[config.mk]
export PLATFORM = sky130hd
export DESIGN_NAME = fir_out_packer
export DESIGN_NICKNAME = d
export VERILOG_FILES = /design/src/rtl/fir_out_packer.sv
export SDC_FILE = /design/constraint.sdc
export NUM_CORES = 1
export LEC_CHECK = 0
export ABC_AREA = 0
export ABC_CLOCK_PERIOD_IN_PS = 8100
export CORE_MARGIN = 2
export CORE_UTILIZATION = 46
export DETAILED_ROUTE_END_ITERATION = 16
export PLACE_DENSITY = 0.8
export SYNTH_ARGS = -nofsm -noshare
export SYNTH_HDL_FRONTEND = slang
export SYNTH_SLANG_ARGS = --single-unit
[constraint.sdc]
create_clock -name clk -period 8.1 [get_ports clk]
set_input_delay 1.62 -clock clk [delete_from_list [all_inputs] [get_ports clk]]
set_output_delay 1.62 -clock clk [all_outputs]
set_load 0.01 [all_outputs]
[src/rtl/fir_out_packer.sv]
// fir_out_packer: scales and saturates signed filter samples to OUT_WIDTH
// lanes, packs LANES of them into one BUS_WIDTH word (early close on s_last)
// and queues closed words in a 2-entry output FIFO.
// Optional feature: define FIR_OUT_ROUND_EN to round half-up before the
// shift; otherwise the shift truncates toward negative infinity.
module fir_out_packer #(
    parameter int IN_WIDTH  = 20,
    parameter int OUT_WIDTH = 8,
    parameter int SHIFT     = 8,
    parameter int BUS_WIDTH = 32
) (
    input  logic                   clk,
    input  logic                   rst_n,
    input  logic                   s_valid,
    input  logic [IN_WIDTH-1:0]    s_data,
    input  logic                   s_last,
    output logic                   s_ready,
    output logic                   m_valid,
    output logic [BUS_WIDTH-1:0]   m_data,
    output logic [BUS_WIDTH/OUT_WIDTH-1:0] m_keep,
    output logic                   m_last,
    input  logic                   m_ready,
    output logic [15:0]            sat_count
);
    localparam int LANES = BUS_WIDTH / OUT_WIDTH;
    localparam int CNT_W = (LANES > 1) ? $clog2(LANES) : 1;
    localparam int EXT_W = IN_WIDTH + 1;

    // Saturation bounds expressed in the widened scaling domain.
    localparam logic signed [EXT_W-1:0] SAT_MAX = EXT_W'((2 ** (OUT_WIDTH - 1)) - 1);
    localparam logic signed [EXT_W-1:0] SAT_MIN = ~SAT_MAX;

    logic                   accept;
    logic                   close;
    logic                   push;
    logic                   pop;
    logic signed [EXT_W-1:0] ext;
    logic signed [EXT_W-1:0] y;
    logic                   over;
    logic                   under;
    logic [OUT_WIDTH-1:0]   lane_val;

    logic [CNT_W-1:0]       lane_cnt_reg;
    logic [BUS_WIDTH-1:0]   word_reg;
    logic [BUS_WIDTH-1:0]   word_next;
    logic [LANES-1:0]       keep_reg;
    logic [LANES-1:0]       keep_next;

    logic [BUS_WIDTH-1:0]   data_mem [2];
    logic [LANES-1:0]       keep_mem [2];
    logic                   last_mem [2];
    logic                   wr_ptr_reg;
    logic                   rd_ptr_reg;
    logic [1:0]             count_reg;
    logic [15:0]            sat_count_reg;

    // Sign-extend one bit so the rounding add can never wrap.
`ifdef FIR_OUT_ROUND_EN
    localparam logic [EXT_W-1:0] ROUND_ADD = EXT_W'(1) << (SHIFT - 1);
    assign ext = $signed({s_data[IN_WIDTH-1], s_data} + ROUND_ADD);
`else
    assign ext = $signed({s_data[IN_WIDTH-1], s_data});
`endif

    assign y     = ext >>> SHIFT;
    assign over  = (y > SAT_MAX);
    assign under = (y < SAT_MIN);

    // Clip to the lane range, otherwise keep the low OUT_WIDTH bits.
    always_comb begin
        lane_val = y[OUT_WIDTH-1:0];
        if (over) begin
            lane_val = {1'b0, {(OUT_WIDTH-1){1'b1}}};
        end else if (under) begin
            lane_val = {1'b1, {(OUT_WIDTH-1){1'b0}}};
        end
    end

    assign s_ready = (count_reg != 2'd2);
    assign accept  = s_valid && s_ready;
    assign close   = accept && (s_last || (lane_cnt_reg == CNT_W'(LANES - 1)));
    assign push    = close;
    assign m_valid = (count_reg != 2'd0);
    assign pop     = m_valid && m_ready;

    // Per-lane insertion of the scaled sample into the word being built.
    generate
        for (genvar gi = 0; gi < LANES; gi++) begin : g_lane
            logic hit;
            assign hit = accept && (lane_cnt_reg == CNT_W'(gi));
            assign word_next[gi*OUT_WIDTH +: OUT_WIDTH] =
                hit ? lane_val : word_reg[gi*OUT_WIDTH +: OUT_WIDTH];
            assign keep_next[gi] = hit | keep_reg[gi];
        end
    endgenerate

    // Partial-word accumulator; cleared whenever a word closes.
    always_ff @(posedge clk) begin
        if (!rst_n) begin
            lane_cnt_reg <= '0;
            word_reg     <= '0;
            keep_reg     <= '0;
        end else if (accept) begin
            if (close) begin
                lane_cnt_reg <= '0;
                word_reg     <= '0;
                keep_reg     <= '0;
            end else begin
                lane_cnt_reg <= lane_cnt_reg + 1'b1;
                word_reg     <= word_next;
                keep_reg     <= keep_next;
            end
        end
    end

    // Two-entry output FIFO; simultaneous push and pop keeps the occupancy.
    always_ff @(posedge clk) begin
        if (!rst_n) begin
            for (int i = 0; i < 2; i++) begin
                data_mem[i] <= '0;
                keep_mem[i] <= '0;
                last_mem[i] <= 1'b0;
            end
            wr_ptr_reg <= 1'b0;
            rd_ptr_reg <= 1'b0;
            count_reg  <= 2'd0;
        end else begin
            if (push) begin
                data_mem[wr_ptr_reg] <= word_next;
                keep_mem[wr_ptr_reg] <= keep_next;
                last_mem[wr_ptr_reg] <= s_last;
                wr_ptr_reg           <= ~wr_ptr_reg;
            end
            if (pop) begin
                rd_ptr_reg <= ~rd_ptr_reg;
            end
            if (push && !pop) begin
                count_reg <= count_reg + 2'd1;
            end else if (pop && !push) begin
                count_reg <= count_reg - 2'd1;
            end
        end
    end

    // Clip counter, sticky at all-ones.
    always_ff @(posedge clk) begin
        if (!rst_n) begin
            sat_count_reg <= '0;
        end else if (accept && (over || under) && (sat_count_reg != 16'hFFFF)) begin
            sat_count_reg <= sat_count_reg + 16'd1;
        end
    end

    assign m_data    = data_mem[rd_ptr_reg];
    assign m_keep    = keep_mem[rd_ptr_reg];
    assign m_last    = last_mem[rd_ptr_reg];
    assign sat_count = sat_count_reg;

endmodule

### Word-level counts from Yosys, hierarchy flattened

Memories as Yosys holds them, arrays and structs flattened. A register that Yosys moved wholly into a read port is not among the register bits.
Index checks and enable logic that the tools add are counted.

* add/subtract/negate cells: 4
* multiply operators: 0
* div/mod/pow operators: 0
* order comparisons: 2
* eq/ne operators: 5
* shift operators: 0
* muxes and demuxes: 30
* bitwise logic cells: 6
* reduce and logical (&&, ||, !) cells: 21

Operators by type and width (count)
* 32-bit two-way mux: 2
* 8-bit two-way mux: 6
* 32-bit OR reduction: 1
* 1-bit two-way mux: 17
* 16-bit by 1-bit adder with 16-bit output (second input constant): 1
* 16-bit inequality test (second input constant): 1
* 12-bit by 8-bit greater-than comparator with 1-bit output (second input constant): 1
* 12-bit by 8-bit < comparator with 1-bit output (second input constant): 1
* 1-bit logical AND: 11
* 4-bit two-way mux: 2
* 2-bit two-way mux: 3
* 2-bit by 1-bit adder with 2-bit output (second input constant): 2
* 2-bit == test (second input constant): 2
* 1-bit bitwise OR: 4
* 2-bit nonzero test: 2
* 4-bit OR reduction: 1
* 2-bit by 1-bit == test with 1-bit output (second input constant): 1
* 1-bit zero test: 2
* 2-bit zero test: 1
* 1-bit logical OR: 2
* 2-bit inequality test (second input constant): 1
* 1-bit NOT: 2
* 2-bit by 1-bit subtractor with 2-bit output (second input constant): 1
* 1-bit OR reduction: 1

* flip-flop bits (word level): 58
* latch bits: 0
* RAM bits: 74
* bits in read-only memories: 0
* output and inout bits: 55
* memories: 3

Memory list
* data_mem: depth 2, bits a word 32, rd ports 1, clocked after memory_dff 1, write ports 2, RTL line 49 `logic [BUS_WIDTH-1:0] data_mem [2];`
* keep_mem: depth 2, bits a word 4, rd ports 1, clocked after memory_dff 1, write ports 2, RTL line 50 `logic [LANES-1:0] keep_mem [2];`
* last_mem: depth 2, bits a word 1, rd ports 1, clocked after memory_dff 1, write ports 2, RTL line 51 `logic last_mem [2];`

### Depth between registers and ports, before layout

Gate-level depths: netlist of the first run.

* word-level depth: 8
* mapped depth: 8
* gate-level depth less buffers: 8

### Worst setup path after synthesis of the first run

OpenSTA, ideal clock, no wires.

* path type: input-to-reg
* from: input s_last
* to: memory data_mem[0][0], enable pin
* setup time: 482 ps
* arrival: 4567 ps
* required time: 7618 ps
* path slack: 3052 ps
* stages: 3
* path buffers: 0
* path through: nor2_1 nand3b_2 o21ai_0

RTL lines
* start: declaration: RTL line 16 `input logic s_last,`
* end: declaration: RTL line 49

==> flow_summary.yaml, run 1 <==
critical_path:
  start_kind: "flip-flop"
  cp_data_required_time_ns: 6.48
  crit_arrival_ns: 2.12
  critPathKind: "flip-flop to primary output"
  setup.worst_path.end_class: "primary output"
  path_max_fanout: 38
placement:
  gp_congestion: 0.8946
  port_buffers: 71
  hpwlAfterDp_um: 9603
detailed_routing:
  drc: 0
  num_vias: 4742
  drtAntennaViolNets: 0
  wire_per_inst_um: 18.26
  drt-total-wl_um: 14880
  vias_per_cell: 5.818
  drt_iter0_drc: 451
  first_pass_iters: 5
timing:
  max_freq_ghz: 0.2672
  min_period_over_period: 0.4621
  final.setup_skew_ns: 0.01289
  hold_viol_final: 0
  worst_pin_slew_ns: 1.113
  max_slew_margin: 0.2580
  post-route-min-period_ns: 3.743
  rsz0062_at_grt: "false"
  drv_slew: 0
  tns_ns: 0
  setup_viol: 0
power:
  swShare: 0.2760
  netSwitchingPower_mw: 0.5767
  p_leak_nw: 2.843
  intPower_mw: 1.513
  irDropWorstVdd_uv: 158.7
  seqPwrFrac: 0.382
  pwr_density_cell_mw_per_mm2: 272.9
  pwr-share-comb: 0.238
  total_power_mw: 2.090
  clkPwrFrac: 0.380
layout:
  drive_above_1_share: 0.1612
  largest_reg_flops: 64
  nets: 657
  mostFrequentLayoutCells: "edfxtp_1, clkdlybuf4s50_1, dfxtp_1"
  area_growth_syn_to_layout_pct: 22.01
  mostFrequentLayoutCell: "edfxtp_1"
  diodes: 0
floorplanning:
  dieArea_mm2: 0.01459
  fp.coreArea_mm2: 0.01330
  io_pins: 80
  start_util: 0.4720
  num_rows: 42
  die_width_um: 120.8
  die_y_um: 120.8
clocking:
  postCtsHoldBufs: 0
  clock-root-buffer: "clkbuf_16"
  cts_buffer_depth: 2
  clock_sinks: 133
  clk_pin_slew_ns: 0.06
  htree_levels: 4
  clk-insertion-delay-late_ns: 0.43
  ctsResizeCount: 0
  cts_buffers: 17
  post_cts_buffers: 0
  cts_tree: "built"
logic_synthesis:
  synth_area_mm2: 0.006275
  synth_edf_count: 72
  ys_warn_count: 0
  syn-instance-count: 573
  dominantRegCellSynth: "edfxtp_1"
  ys_ff_latch: 133
  ys_types: 52
  yosysTopAreaCell: "edfxtp_1"
  ys_top_cells_by_area: "edfxtp_1, dfxtp_1, mux2_2"
  postSynth.asyncResetShare: 0
  synth_nets: 604
  postSynthAreaPerCell_um2: 10.95
  yosysSeqAreaShare: 0.5392
  synth.top_cell.area_share: 0.3446
global_route:
  first_global_vias: 4575
  grt_overflow: 0
  grt_max_degree: 71
  antenna_found_initial: 0
  track_usage: 0.2122
  grt_pass1_wl_um: 23480
job:
  max_cap_viol_count: 0
hold_path:
  hp-class: "flip-flop to flip-flop"
run_status:
  status: "finished, final reports clean"
-- worst paths after layout --
check	from	to	slack, ns	cells after the start
max reg2reg	lane_cnt_reg[0]$_SDFFE_PN0P_	data_mem[1][29]$_SDFFCE_PN0P_	5.57	6
max	flip-flop	m_data[11]	4.36	3
min	word_reg[27]$_SDFFE_PN0P_	word_reg[27]$_SDFFE_PN0P_	0.48	1
min reg2reg	word_reg[27]$_SDFFE_PN0P_	word_reg[27]$_SDFFE_PN0P_	0.48	1
-- power by group through the flow --
stage	Clock, mW	Combinational [mW]	Sequential [mW]
after CTS	0.801	0.500	0.798
final	0.794	0.498	0.798
after global placement	0	0.485	0.808
after floorplan	0	0.305	0.807
after detailed placement	0	0.497	0.812
after global routing	0.832	0.537	0.804
-- stage by stage --
step	area [um2]	instances	worst slack, ns	hold slack [ns]	util
floorplan	6275	573	3.052	0.4495	-
global placement	7038	783	4.099	0.4628	0.5294
detailed placement	7038	783	4.014	0.4673	0.5294
CTS	7656	815	4.339	0.4833	0.5759
global route	7656	815	4.263	0.4898	0.5759
finish	7656	815	4.357	0.4833	0.5759
-- metal layers --
layer,wire length (um),GRT usage,up-vias
met1,6130,0.2638,2259
met3,1148,0.06745,35
met4,362,0.09302,0
met5,0,0,-
met2,7238,0.3390,225
li1,-,-,2223
-- synth_stat cells (12+ instances only) --
| cell | instances |
|---|---|
| dfxtp_1 | 61 |
| edfxtp_1 | 72 |
| and3_1 | 37 |
| nor2b_1 | 24 |
| nand4_1 | 12 |
| nor2_1 | 57 |
| nand2_1 | 33 |
| clkbuf_1 | 20 |
| buf_2 | 16 |
| a22oi_1 | 24 |
| a311oi_1 | 14 |
| mux2_2 | 36 |
| nor3_1 | 43 |
-- logic make-up (layout without fill, tap and decap cells) --
logic type / Yosys count / in the layout / share of synthesized area
flops: 133 / 133 / 0.5392
xor+xnor: 10 / 10 / 0.01396
buf+inv: 47 / 113 / 0.03549
compound gates: 63 / 63 / 0.08295
simple gates: 268 / 268 / 0.2359
mux: 46 / 46 / 0.08056
fa+ha+maj: 6 / 6 / 0.01196
-- layout make-up --
class	instances	area, um2
Clock inverter	12	150.1
Tap cell	176	220.2
Inverter	7	26.28
Multi-Input combinational cell	393	2680
Fill cell	1079	5639
Sequential cell	133	3383
Timing Repair Buffer	74	728.2
Clock buffer	20	467.9
-- critical path, cell delays in order (launching register included) --
cell and delay [ns]:
dfxtp_1 0.32, buf_4 0.45, mux2_2 0.42, clkdlybuf4s50_1 0.50
Note: power is estimated with default switching activity, not from simulation.
==> inputs of run 2 (changes only) <==
ABC_CLOCK_PERIOD_IN_PS = 3380   (was 8100)
PLACE_DENSITY = 0.83   (was 0.8)
clock period = 3.38 ns   (was 8.1 ns; I/O delays follow)
==> run 2 against run 1 <==
  * Sequential share of layout area fell by 0.16 points
  * Cell area rose by 0.36%
  * Via count rose by 1.2%
  * Core utilization rose by 0.21 points
  * Critical endpoint is now m_data[4]
==> flow_summary.yaml, run 2 (same netlist as run 1, synthesis figures left out) <==
power:
  pwr_density_cell_mw_per_mm2: 650.1
  total_power_mw: 4.995
  irDropWorstVdd_uv: 389.8
  p_leak_nw: 2.851
critical_path:
  crit_path_max_incr_delay_ns: 0.49
  slowest_stage: "clkdlybuf4s50_1"
  critPathKind: "flip-flop to primary output"
  crit_arrival_ns: 2.10
  crit_end: "m_data[4]"
  start_kind: "flip-flop"
  reg2reg_slack_ns: 1.21
  path_cells: "buf_4, mux2_2, clkdlybuf4s50_1"
  cp_data_required_time_ns: 2.70
  crit_family: "buffers and inverters"
  timing.rr.end: "data_mem[0][7]$_SDFFCE_PN0P_"
  path_max_fanout: 38
  crit-reg2reg-launch: "count_reg[0]$_SDFFE_PN0P_"
  rr_worst_depth: 4
  setup.worst_path.end_class: "primary output"
  cp.buffers_inverters: 2
  crit_cells: 3
detailed_routing:
  drtAntennaViolNets: 0
  wire_per_inst_um: 18.65
  first_pass_iters: 6
  vias_per_cell: 5.850
  drc: 0
  drt-total-wl_um: 15290
  num_vias: 4797
  drt_iter0_drc: 544
layout:
  nets: 662
  largest_reg_flops: 64
  drive_above_1_share: 0.1661
  diodes: 0
  area_growth_syn_to_layout_pct: 22.45
  mostFrequentLayoutCells: "edfxtp_1, clkdlybuf4s50_1, dfxtp_1"
  finish.instance_area_mm2: 0.007684
  fill_cells: 1059
  mostFrequentLayoutCell: "edfxtp_1"
timing:
  max_freq_ghz: 0.3607
  setup_viol: 0
  min_period_over_period: 0.8203
  worst_pin_slew_ns: 0.7236
  post-route-min-period_ns: 2.772
  rsz0062_at_grt: "false"
  final_critical_path_setup_slack_ns: 0.6075
  final.setup_skew_ns: 0.006959
  hold_viol_final: 0
  tns_ns: 0
  max_slew_margin: 0.5176
  drv_slew: 0
clocking:
  cts_buffers: 17
  clk_pin_slew_ns: 0.06
  post_cts_buffers: 0
  postCtsHoldBufs: 0
  ctsResizeCount: 0
  clock_sinks: 133
  cts_tree: "built"
  clk-insertion-delay-late_ns: 0.42
  cts_buffer_depth: 2
  htree_levels: 4
  clock-root-buffer: "clkbuf_16"
placement:
  gp_congestion: 0.8542
  hpwlAfterDp_um: 9866
  port_buffers: 71
  placed_cell_area_mm2: 0.007081
  pre_cts_ws_ns: 0.5114
global_route:
  grt_max_degree: 63
  first_global_vias: 4631
  grt_overflow: 0
  grt_pass1_wl_um: 24260
  antenna_found_initial: 0
  track_usage: 0.2166
job:
  max_cap_viol_count: 0
floorplanning:
  die_y_um: 120.8
  num_rows: 42
  io_pins: 80
  die_width_um: 120.8
  fp.coreArea_mm2: 0.01330
  start_util: 0.4720
  dieArea_mm2: 0.01459
hold_path:
  hp-class: "flip-flop to flip-flop"
run_status:
  status: "finished, final reports clean"
==> run 2: cell types whose count changed in the layout (fill, tap and decap cells not counted), sizes merged <==
cell and change:
clkinv -4, clkbuf -2, clkinvlp +2, buf +5, inv +4
==> run 2: final cells by class <==
class,count,area (um2),share of cell area
Inverter,7,26.28,0.003420
Clock inverter,14,173.9,0.02263
Tap cell,176,220.2,0.02866
Multi-Input combinational cell,393,2673,0.3478
Clock buffer,18,429.2,0.05585
Sequential cell,133,3383,0.4403
Timing Repair Buffer,79,778.2,0.1013
==> run 2: report_power, final <==
group	switching [mW]	internal (mW)	leakage, nW	total (mW)
Clock	0.715	1.17	0.286	1.88
Combinational	0.636	0.565	1.32	1.20
Sequential	0.0650	1.85	1.25	1.91
==> run 2: per-stage QoR <==
step / instances / utilization / hold WS, ns
2_1_floorplan: 573 / - / 0.4495
3_3_place_gp: 788 / 0.5326 / 0.4635
3_5_place_dp: 788 / 0.5326 / 0.4708
4_1_cts: 820 / 0.5779 / 0.4840
5_1_grt: 820 / 0.5779 / 0.4928
6_report: 820 / 0.5779 / 0.4821
==> run 2: worst min-delay path by stage <==
stage | from | endpoint | slack, ns | cells after the start
2_1_floorplan | last_mem[0]$_DFF_P_ | last_mem[0]$_DFF_P_ | 0.45 | 2
3_3_place_gp | last_mem[0]$_DFF_P_ | last_mem[0]$_DFF_P_ | 0.46 | 2
3_5_place_dp | word_reg[25]$_SDFFE_PN0P_ | word_reg[25]$_SDFFE_PN0P_ | 0.47 | 1
4_1_cts | word_reg[27]$_SDFFE_PN0P_ | word_reg[27]$_SDFFE_PN0P_ | 0.48 | 1
5_1_grt | word_reg[29]$_SDFFE_PN0P_ | word_reg[29]$_SDFFE_PN0P_ | 0.49 | 1
6_report | word_reg[27]$_SDFFE_PN0P_ | word_reg[27]$_SDFFE_PN0P_ | 0.48 | 1
==> run 2: metal layers <==
metal  global-route usage  vias to the layer above  part of all wire
met4              0.07558                        0             0.023
met5                    0                        -                 0
met1               0.2804                     2334              0.42
met2               0.3531                      206              0.49
li1                     -                     2223                 -
met3              0.05472                       34             0.061
==> run 2: worst register-to-register path, delay by kind of cell (launching register included) <==
| kind | cells | cell delay, ns |
|---|---|---|
| simple gates | 3 | 1.11 |
| flops | 1 | 0.38 |
| mux | 1 | 0.41 |
